## src/rtl/mem_ctrl_pkg.sv

```systemverilog
// Shared encodings for the byte-addressed memory access controller.
package mem_ctrl_pkg;

  localparam int MEM_AW = 21;

  localparam logic [1:0] SZ_BYTE = 2'b00;
  localparam logic [1:0] SZ_HALF = 2'b01;
  localparam logic [1:0] SZ_WORD = 2'b10;

  typedef enum logic [2:0] {
    ST_IDLE,
    ST_READ,
    ST_WAIT,
    ST_WRITE,
    ST_DONE
  } state_t;

  typedef struct packed {
    logic              we;
    logic [1:0]        size;
    logic              sign_ext;
    logic [1:0]        offset;
    logic [MEM_AW-1:0] waddr;
    logic [31:0]       wdata;
  } req_t;

  // Reserved size 11 is reported as misaligned.
  function automatic logic is_misaligned(input logic [1:0] size, input logic [1:0] off);
    return (size == SZ_HALF && off[0]) || (size == SZ_WORD && off != 2'b00) || (size == 2'b11);
  endfunction

endpackage

```

## src/rtl/mem_lane_align.sv

```systemverilog
// Little-endian lane extraction/extension for loads and lane merge for sub-word stores.
module mem_lane_align
  import mem_ctrl_pkg::*;
(
  input  logic [31:0] word,
  input  logic [1:0]  offset,
  input  logic [1:0]  size,
  input  logic        sign_ext,
  input  logic [31:0] wdata,
  output logic [31:0] load_val,
  output logic [31:0] store_word
);

  logic [7:0]  lane_b;
  logic [15:0] lane_h;

  always_comb begin
    lane_b     = '0;
    lane_h     = '0;
    load_val   = word;
    store_word = wdata;
    case (size)
      SZ_BYTE: begin
        lane_b     = word[{offset, 3'b000} +: 8];
        load_val   = {{24{sign_ext & lane_b[7]}}, lane_b};
        store_word = word;
        store_word[{offset, 3'b000} +: 8] = wdata[7:0];
      end
      SZ_HALF: begin
        lane_h     = offset[1] ? word[31:16] : word[15:0];
        load_val   = {{16{sign_ext & lane_h[15]}}, lane_h};
        store_word = word;
        store_word[{offset[1], 4'b0000} +: 16] = wdata[15:0];
      end
      default: begin
        load_val   = word;
        store_word = wdata;
      end
    endcase
  end

endmodule

```

## src/rtl/mem_ctrl_8m.sv

```systemverilog
// Byte/half/word load-store controller over a 32-bit word memory; sub-word stores use RMW.
// Optional performance counters are enabled with `define MEMCTRL_PERF_EN.
module mem_ctrl_8m
  import mem_ctrl_pkg::*;
#(
  parameter int ADDR_W      = 23,
  parameter int MEM_LATENCY = 1
) (
  input  logic              clk,
  input  logic              rst,
  input  logic              req,
  input  logic              we,
  input  logic [1:0]        size,
  input  logic              sign_ext,
  input  logic [ADDR_W-1:0] addr,
  input  logic [31:0]       wdata,
  output logic [31:0]       rdata,
  output logic              ready,
  output logic              busy,
  output logic              misalign,
  output logic [MEM_AW-1:0] mem_dira,
  output logic [31:0]       mem_write_data,
  output logic              mem_memwrite,
  output logic              mem_memread,
  input  logic [31:0]       mem_out
`ifdef MEMCTRL_PERF_EN
  ,
  output logic [31:0]       perf_loads,
  output logic [31:0]       perf_stores,
  output logic [31:0]       perf_rmw
`endif
);

  localparam logic [1:0] WCNT_INIT = 2'(MEM_LATENCY - 1);

  state_t      state, nxt;
  req_t        rq;
  logic [31:0] cap_word;
  logic [1:0]  wcnt;
  logic        mis_in;
  logic        wait_last;
  logic [31:0] align_word, load_val, store_word;

  assign mis_in    = is_misaligned(size, addr[1:0]);
  assign wait_last = (state == ST_WAIT) && (wcnt == 2'd0);

  // Read data is extracted straight from mem_out on the capture cycle so rdata is valid in DONE.
  assign align_word = (state == ST_WAIT) ? mem_out : cap_word;

  mem_lane_align u_align (
    .word       (align_word),
    .offset     (rq.offset),
    .size       (rq.size),
    .sign_ext   (rq.sign_ext),
    .wdata      (rq.wdata),
    .load_val   (load_val),
    .store_word (store_word)
  );

  always_comb begin
    nxt = state;
    case (state)
      ST_IDLE:  if (req) nxt = mis_in ? ST_DONE : (we && size == SZ_WORD) ? ST_WRITE : ST_READ;
      ST_READ:  nxt = ST_WAIT;
      ST_WAIT:  if (wcnt == 2'd0) nxt = rq.we ? ST_WRITE : ST_DONE;
      ST_WRITE: nxt = ST_DONE;
      ST_DONE:  nxt = ST_IDLE;
      default:  nxt = ST_IDLE;
    endcase
  end

  always_ff @(posedge clk or posedge rst) begin
    if (rst) begin
      state    <= ST_IDLE;
      rq       <= '0;
      cap_word <= '0;
      wcnt     <= '0;
      rdata    <= '0;
      misalign <= 1'b0;
    end else begin
      state <= nxt;
      if (state == ST_IDLE && req) begin
        rq       <= '{we: we, size: size, sign_ext: sign_ext, offset: addr[1:0],
                      waddr: addr[MEM_AW+1:2], wdata: wdata};
        misalign <= mis_in;
      end
      if (state == ST_READ) wcnt <= WCNT_INIT;
      else if (state == ST_WAIT && wcnt != 2'd0) wcnt <= wcnt - 2'd1;
      if (wait_last) begin
        cap_word <= mem_out;
        if (!rq.we) rdata <= load_val;
      end
    end
  end

  assign busy           = (state != ST_IDLE);
  assign ready          = (state == ST_DONE);
  assign mem_memread    = (state == ST_READ);
  assign mem_memwrite   = (state == ST_WRITE);
  assign mem_dira       = rq.waddr;
  assign mem_write_data = (rq.size == SZ_WORD) ? rq.wdata : store_word;

`ifdef MEMCTRL_PERF_EN
  always_ff @(posedge clk or posedge rst) begin
    if (rst) begin
      perf_loads  <= '0;
      perf_stores <= '0;
      perf_rmw    <= '0;
    end else if (state == ST_DONE && !misalign) begin
      if (!rq.we) perf_loads <= perf_loads + 32'd1;
      if (rq.we) perf_stores <= perf_stores + 32'd1;
      if (rq.we && rq.size != SZ_WORD) perf_rmw <= perf_rmw + 32'd1;
    end
  end
`endif

endmodule

```

## config.mk

```make
export PLATFORM = sky130hd
export DESIGN_NAME = mem_ctrl_8m
export DESIGN_NICKNAME = d
export VERILOG_FILES = /design/src/rtl/mem_ctrl_pkg.sv /design/src/rtl/mem_lane_align.sv /design/src/rtl/mem_ctrl_8m.sv
export SDC_FILE = /design/constraint.sdc
export NUM_CORES = 1
export LEC_CHECK = 0
export ABC_AREA = 1
export CAP_MARGIN = 20
export CELL_PAD_IN_SITES_DETAIL_PLACEMENT = 0
export CELL_PAD_IN_SITES_GLOBAL_PLACEMENT = 1
export CORE_ASPECT_RATIO = 0.5
export CORE_MARGIN = 4
export CORE_UTILIZATION = 39
export DETAILED_ROUTE_END_ITERATION = 12
export PLACE_DENSITY = 0.86
export RECOVER_POWER = 25
export SLEW_MARGIN = 0
export SYNTH_ARGS = -nofsm -noshare
export SYNTH_HDL_FRONTEND = slang
export SYNTH_SLANG_ARGS = --single-unit
```

## constraint.sdc

```tcl
create_clock -name clk -period 10.5 [get_ports clk]
set_input_delay 2.1 -clock clk [delete_from_list [all_inputs] [get_ports clk]]
set_output_delay 2.1 -clock clk [all_outputs]
set_load 0.01 [all_outputs]
```

==> flow_summary.ini, run 1 <==
[run_status]
outcome = complete, but fails checks
violations = max-capacitance violations, max-slew violations

[timing]
slew_headroom_pct = -55.7
rsz0062_at_grt = false
max_freq_mhz = 141
finalSetupTns_ns = 0
setup_ws_ns = 3.42
setup_viol = 0
fin_skew_ns = 0.0115
drv_slew = 108
max_slew.worst_pin.slew_ns = 2.32
hold_violations = 0
period_share_pct = 67.5
holdWs_ns = 0.477
period_minus_slack_ns = 7.08

[clocking]
postCtsSetupBuffers = 0
clockBufferDepth = 2
htree_num_levels = 4
clock_latency_ns = 0.43
cts_made_buffers = 17
cts_hold_buf = 0
cts_resized = 0
cts_tree = done
cts_sinks = 129
root_buffer = clkbuf_16
clk_pin_slew_ns = 0.06

[worst_setup_path]
crit_type = reg2out
endpoint_kind = primary output
r2r_cells = 10
cp.arrival_ns = 4.98
crit_chain = inv_1 -> nand3_1 -> o21ai_1 -> nor2_1 -> o311ai_0 -> clkdlybuf4s50_1
required_ns = 8.40
critPathLaunchType = flop
slowest_delay_ns = 1.41
crit_fanout = 54
cp_slowest_cell = nand3_1

[placement]
dp_hpwl_mm = 17.4
place_inst = 1295
gp_congestion = 0.904
io_buffers = 183
placed_area_mm2 = 0.00918
pre_cts_ws_ns = 4.07

[power]
ir_worst_vdd_uv = 154
leakagePower_nw = 4.52
power_density_mw_per_mm2 = 353
p_total_mw = 3.44

[detailed_routing]
drt-total-wl_mm = 24.1
dr_total_vias = 6996
ant_nets = 0
drtPass1Iterations = 5
wl_per_cell_um = 18.2
viasPerCell = 5.28
drcViolationCount = 0
drtIter0Drc = 532

[cells_and_area]
fin_cells = 1326
diodes = 0
fillers = 1743
final_area_mm2 = 0.00975
area_growth_pct = 31.5
final_nets = 1156
utilization_pct = 52.6
layout-drive-gt1-share_pct = 10.0

[die]
die_w_um = 203
start_util_pct = 40.0
die_height_um = 105
dieArea_mm2 = 0.0214
rows = 35
ios = 184
core_mm2 = 0.0185

[yosys]
ys_seq_elements = 129
ys.flop_type = dfrtp_1
synth_area_per_cell_um2 = 8.05
syn_area_mm2 = 0.00741
yosys.area.top_type = dfrtp_1
synth_top_area_share_pct = 43.6
synthCells = 920
synth_cell_types = 44
synth_edf_count = 0
ys_seq_area_share_pct = 43.6
yosys-top-cells-count = 215 x nand2_1, 129 x dfrtp_1, 102 x inv_1, 73 x o21ai_0, 56 x nand3_1
syn-num-nets = 1020
yosysMostFrequentCell = nand2_1
yosysWarnings = 0
synth.area.top_cells = dfrtp_1 44%, nand2_1 11%, mux2_2 5.6%, inv_1 5.2%, o21ai_0 4.9%
async_flop_share_pct = 100

[global_route]
grt_max_degree = 84
grt_pass1_vias = 6829
globalRouteOverflowTotal = 0
grt_pass1_wl_mm = 37.7
antenna_found_initial = 0
grt_util_all_layers_pct = 22.5

[worst_hold_path]
min_path_cells = 2
hold_path.class = reg2reg

[run]
drv_cap = 2
## cell type report
type	instances	area (um2)	area share, %
clock buffers	19	443	4.54
clock inverters	11	116	1.19
inverters	105	395	4.06
multi-input cells	613	3340	34.3
flip-flops and latches	129	3230	33.1
well taps	259	324	3.33
repair buffers	190	1900	19.5
## per-layer routing
layer | up-vias | GRT usage (%) | routed length (um)
met5 | - | 0 | 0
met4 | 0 | 5.37 | 371
met2 | 292 | 34.0 | 10800
met1 | 3364 | 30.1 | 10400
li1 | 3305 | - | -
met3 | 35 | 9.38 | 2590
## power breakdown
group | total [mW] | switching, mW | leakage [nW] | internal, mW
registers | 0.920 | 0.179 | 1.53 | 0.741
logic | 1.94 | 1.09 | 2.72 | 0.853
clock network | 0.578 | 0.228 | 0.270 | 0.351
total | 3.44 | 1.50 | 4.52 | 1.94
## path summary, 6_finish.rpt
kind | from | end | slack (ns)
worst min register to register | cap_word[11] | cap_word[11] | 0.48
max in group asynchronous | rst | rdata[1] | 6.15
worst max register to register | state[0] | rdata[8] | 5.31
worst min-delay path | cap_word[11] | cap_word[11] | 0.48
min in group asynchronous | rst | mem_dira[3] | 2.76
worst max-delay path | state[0] | mem_write_data[21] | 3.42
## flip-flops by register name, indices dropped and copies added (netlist names)
signal    count
rq           38
cap_word     32
rdata        32
mem_dira     21
state         3
wcnt          2
misalign      1
## cells by family (layout without fill, tap and decap cells)
| kind of cell | count (synthesis) | after routing | share of synthesized area [%] |
|---|---|---|---|
| and+or+nand+nor | 354 | 354 | 21.0 |
| AOI/OAI and AO/OA | 214 | 214 | 17.3 |
| buffers and inverters | 178 | 325 | 11.2 |
| DFF | 129 | 129 | 43.6 |
| muxes | 39 | 39 | 5.89 |
| adders and majority gates | 6 | 6 | 1.01 |
## layout by cell type (no fill, tap or decap), types with 3 or more instances in the layout
cell             count
nand2_1            214
clkdlybuf4s50_1    182
dfrtp_1            129
inv_1              103
o21ai_0             74
nand3_1             57
nor2_1              44
a21oi_1             41
mux2_2              37
a22oi_1             24
o21ai_1             22
or2_2               17
clkbuf_16           17
o211ai_1            14
o221ai_1            14
a31oi_1              7
ha_1                 6
clkinv_2             5
buf_4                5
o21ai_2              4
o311ai_0             4
nand2_2              3
nand3_2              3
nor2_2               3
nor3_1               3
clkinvlp_4           3
## critical path, delay by kind of cell, from the launching register on
kind / cells / cell delay, ns
buffers and inverters: 2 / 0.79
AO/OA/AOI/OAI: 2 / 1.83
AND/OR/NAND/NOR: 2 / 1.48
flip-flops: 1 / 0.43
Note: power is estimated with default switching activity, not from simulation.
==> inputs of run 2 (changes only) <==
- CORE_UTILIZATION: 39 -> 33
- PLACE_DENSITY: 0.86 -> 0.77
- clock period: 10.5 -> 6.45 ns (I/O delays scaled with it)
==> run 2 against run 1 <==
The flow still finishes with violations (max-capacitance violations, max-slew violations). Sequential share of layout area fell by 0.36 points. Count of clock-buffer cells in the layout unchanged. Critical path depth increased by 1. Core utilization fell by 7.6 points. Total power increased by 66%. Register-to-register slack worse by 2.4 ns. Setup slack worse by 2.7 ns. Final area increased by 1.1%. Cell count rose by 3.4%. Non-clock buffer count is 2 higher. Critical endpoint unchanged.
==> flow_summary.ini, run 2 (synthesis gave the netlist of run 1 again) <==
[run_status]
outcome = complete, but fails checks
violations = max-capacitance violations, max-slew violations

[worst_setup_path]
required_ns = 5.16
worst-path-buf-inv = 3
critPathLaunchType = flop
crit_chain = inv_1 -> ha_1 -> inv_1 -> nor2_1 -> a31oi_1 -> o311ai_0 -> clkdlybuf4s50_1
cp_slowest_cell = dfrtp_1
crit_fanout = 23
crit_type = reg2out
cp.arrival_ns = 4.47
crit_path_frequent_cell = inv_1
cp_top_family = buffers and inverters
slowest_delay_ns = 0.78
endpoint_kind = primary output

[cells_and_area]
fillers = 2211
diodes = 0
regMostFlops = rq
layout-drive-gt1-share_pct = 10.4
final_cell_mix = 214 x nand2_1, 181 x clkdlybuf4s50_1, 129 x dfrtp_1
utilization_pct = 45.1
final_nets = 1158
largestRegisters = rq (38), cap_word (32), rdata (32)
area_growth_pct = 33.0
final_common_cell = nand2_1
register_area_mm2 = 0.00323
multi_input_area_mm2 = 0.00335
largest_reg_flops = 38

[die]
rows = 38
die_height_um = 114
core_mm2 = 0.0219
ios = 184
start_util_pct = 33.9
die_w_um = 220
dieArea_mm2 = 0.0251

[timing]
finalSetupTns_ns = 0
setup_ws_ns = 0.688
holdWs_ns = 0.476
period_minus_slack_ns = 5.76
rsz0062_at_grt = false
fin_skew_ns = 0.00989
hold_violations = 0
period_share_pct = 89.3
drv_slew = 91
setup_viol = 0
slew_headroom_pct = -80.8
max_slew.worst_pin.slew_ns = 2.70
max_freq_mhz = 174

[power]
p_clk_share_pct = 17.9
net-switching-power_mw = 2.48
comb_power_share_pct = 55.4
p_sw_share_pct = 43.5
leakagePower_nw = 4.54
ir_worst_vdd_uv = 237
power_frac_seq_pct = 26.7
power.internal_mw = 3.23
power_density_mw_per_mm2 = 579

[clocking]
cts_made_buffers = 17
root_buffer = clkbuf_16
cts_resized = 0
clock_latency_ns = 0.42
cts_tree = done
clk_pin_slew_ns = 0.06
clockBufferDepth = 2
cts_sinks = 129
htree_num_levels = 4
cts_hold_buf = 0
postCtsSetupBuffers = 0

[detailed_routing]
drcViolationCount = 0
wl_per_cell_um = 18.5
dr_total_vias = 6921
viasPerCell = 5.05
drtPass1Iterations = 5
ant_nets = 0
drtIter0Drc = 655
drt-total-wl_mm = 25.4

[global_route]
grt_max_degree = 84
antenna_found_initial = 0
globalRouteOverflowTotal = 0
grt_util_all_layers_pct = 20.5
grt_pass1_wl_mm = 39.7
grt_pass1_vias = 6837

[placement]
dp_hpwl_mm = 18.7
pre_cts_ws_ns = 1.24
io_buffers = 183
gp_congestion = 0.882

[worst_hold_path]
hold_path.class = reg2reg

[run]
drv_cap = 2
-- run 2: worst paths after layout --
kind                                   start            endpoint  slack [ns]  depth (start not counted)
worst min register to register  cap_word[11]        cap_word[11]        0.48                          2
max in group asynchronous                rst        mem_dira[11]        1.97                          3
worst max register to register      state[2]           rdata[12]        2.93                         11
worst min-delay path            cap_word[11]        cap_word[11]        0.48                          2
worst max-delay path                  rq[54]  mem_write_data[21]        0.69                          7
min in group asynchronous                rst               rq[7]        2.08                          2
-- run 2: through the flow --
stage	cells	power, mW	instance area [um2]
finish	1371	5.71	9850
global route	1371	6.10	9850
CTS	1371	5.73	9870
detailed placement	1339	4.69	9260
global placement	1339	4.65	9260
floorplan	920	3.30	7410
-- run 2: area by class of cell --
cell class                      count  area share, %
Multi-Input combinational cell    613           34.0
Sequential cell                   129           32.8
Timing Repair Buffer              192           19.2
Clock buffer                       19           4.60
Inverter                          105           4.01
Tap cell                          300           3.81
Clock inverter                     13           1.63
-- run 2: layer usage --
metal / wire length (um) / GRT usage [%]
met1: 11600 / 29.3
met2: 11600 / 31.6
met3: 1920 / 5.78
met4: 245 / 3.68
met5: 0 / 0
-- run 2: power by group through the flow --
stage,combinational (mW),clock (mW),sequential [mW]
final,3.16,1.02,1.52
after global routing,3.45,1.08,1.58
after CTS,3.17,1.04,1.52
after detailed placement,3.16,0,1.53
after global placement,3.14,0,1.51
after floorplan,1.84,0,1.46
-- run 2: worst min-delay path, delay by kind of cell, from the launching register on --
kind,cells,cell delay [ns]
DFF,1,0.35
and+or+nand+nor,2,0.10
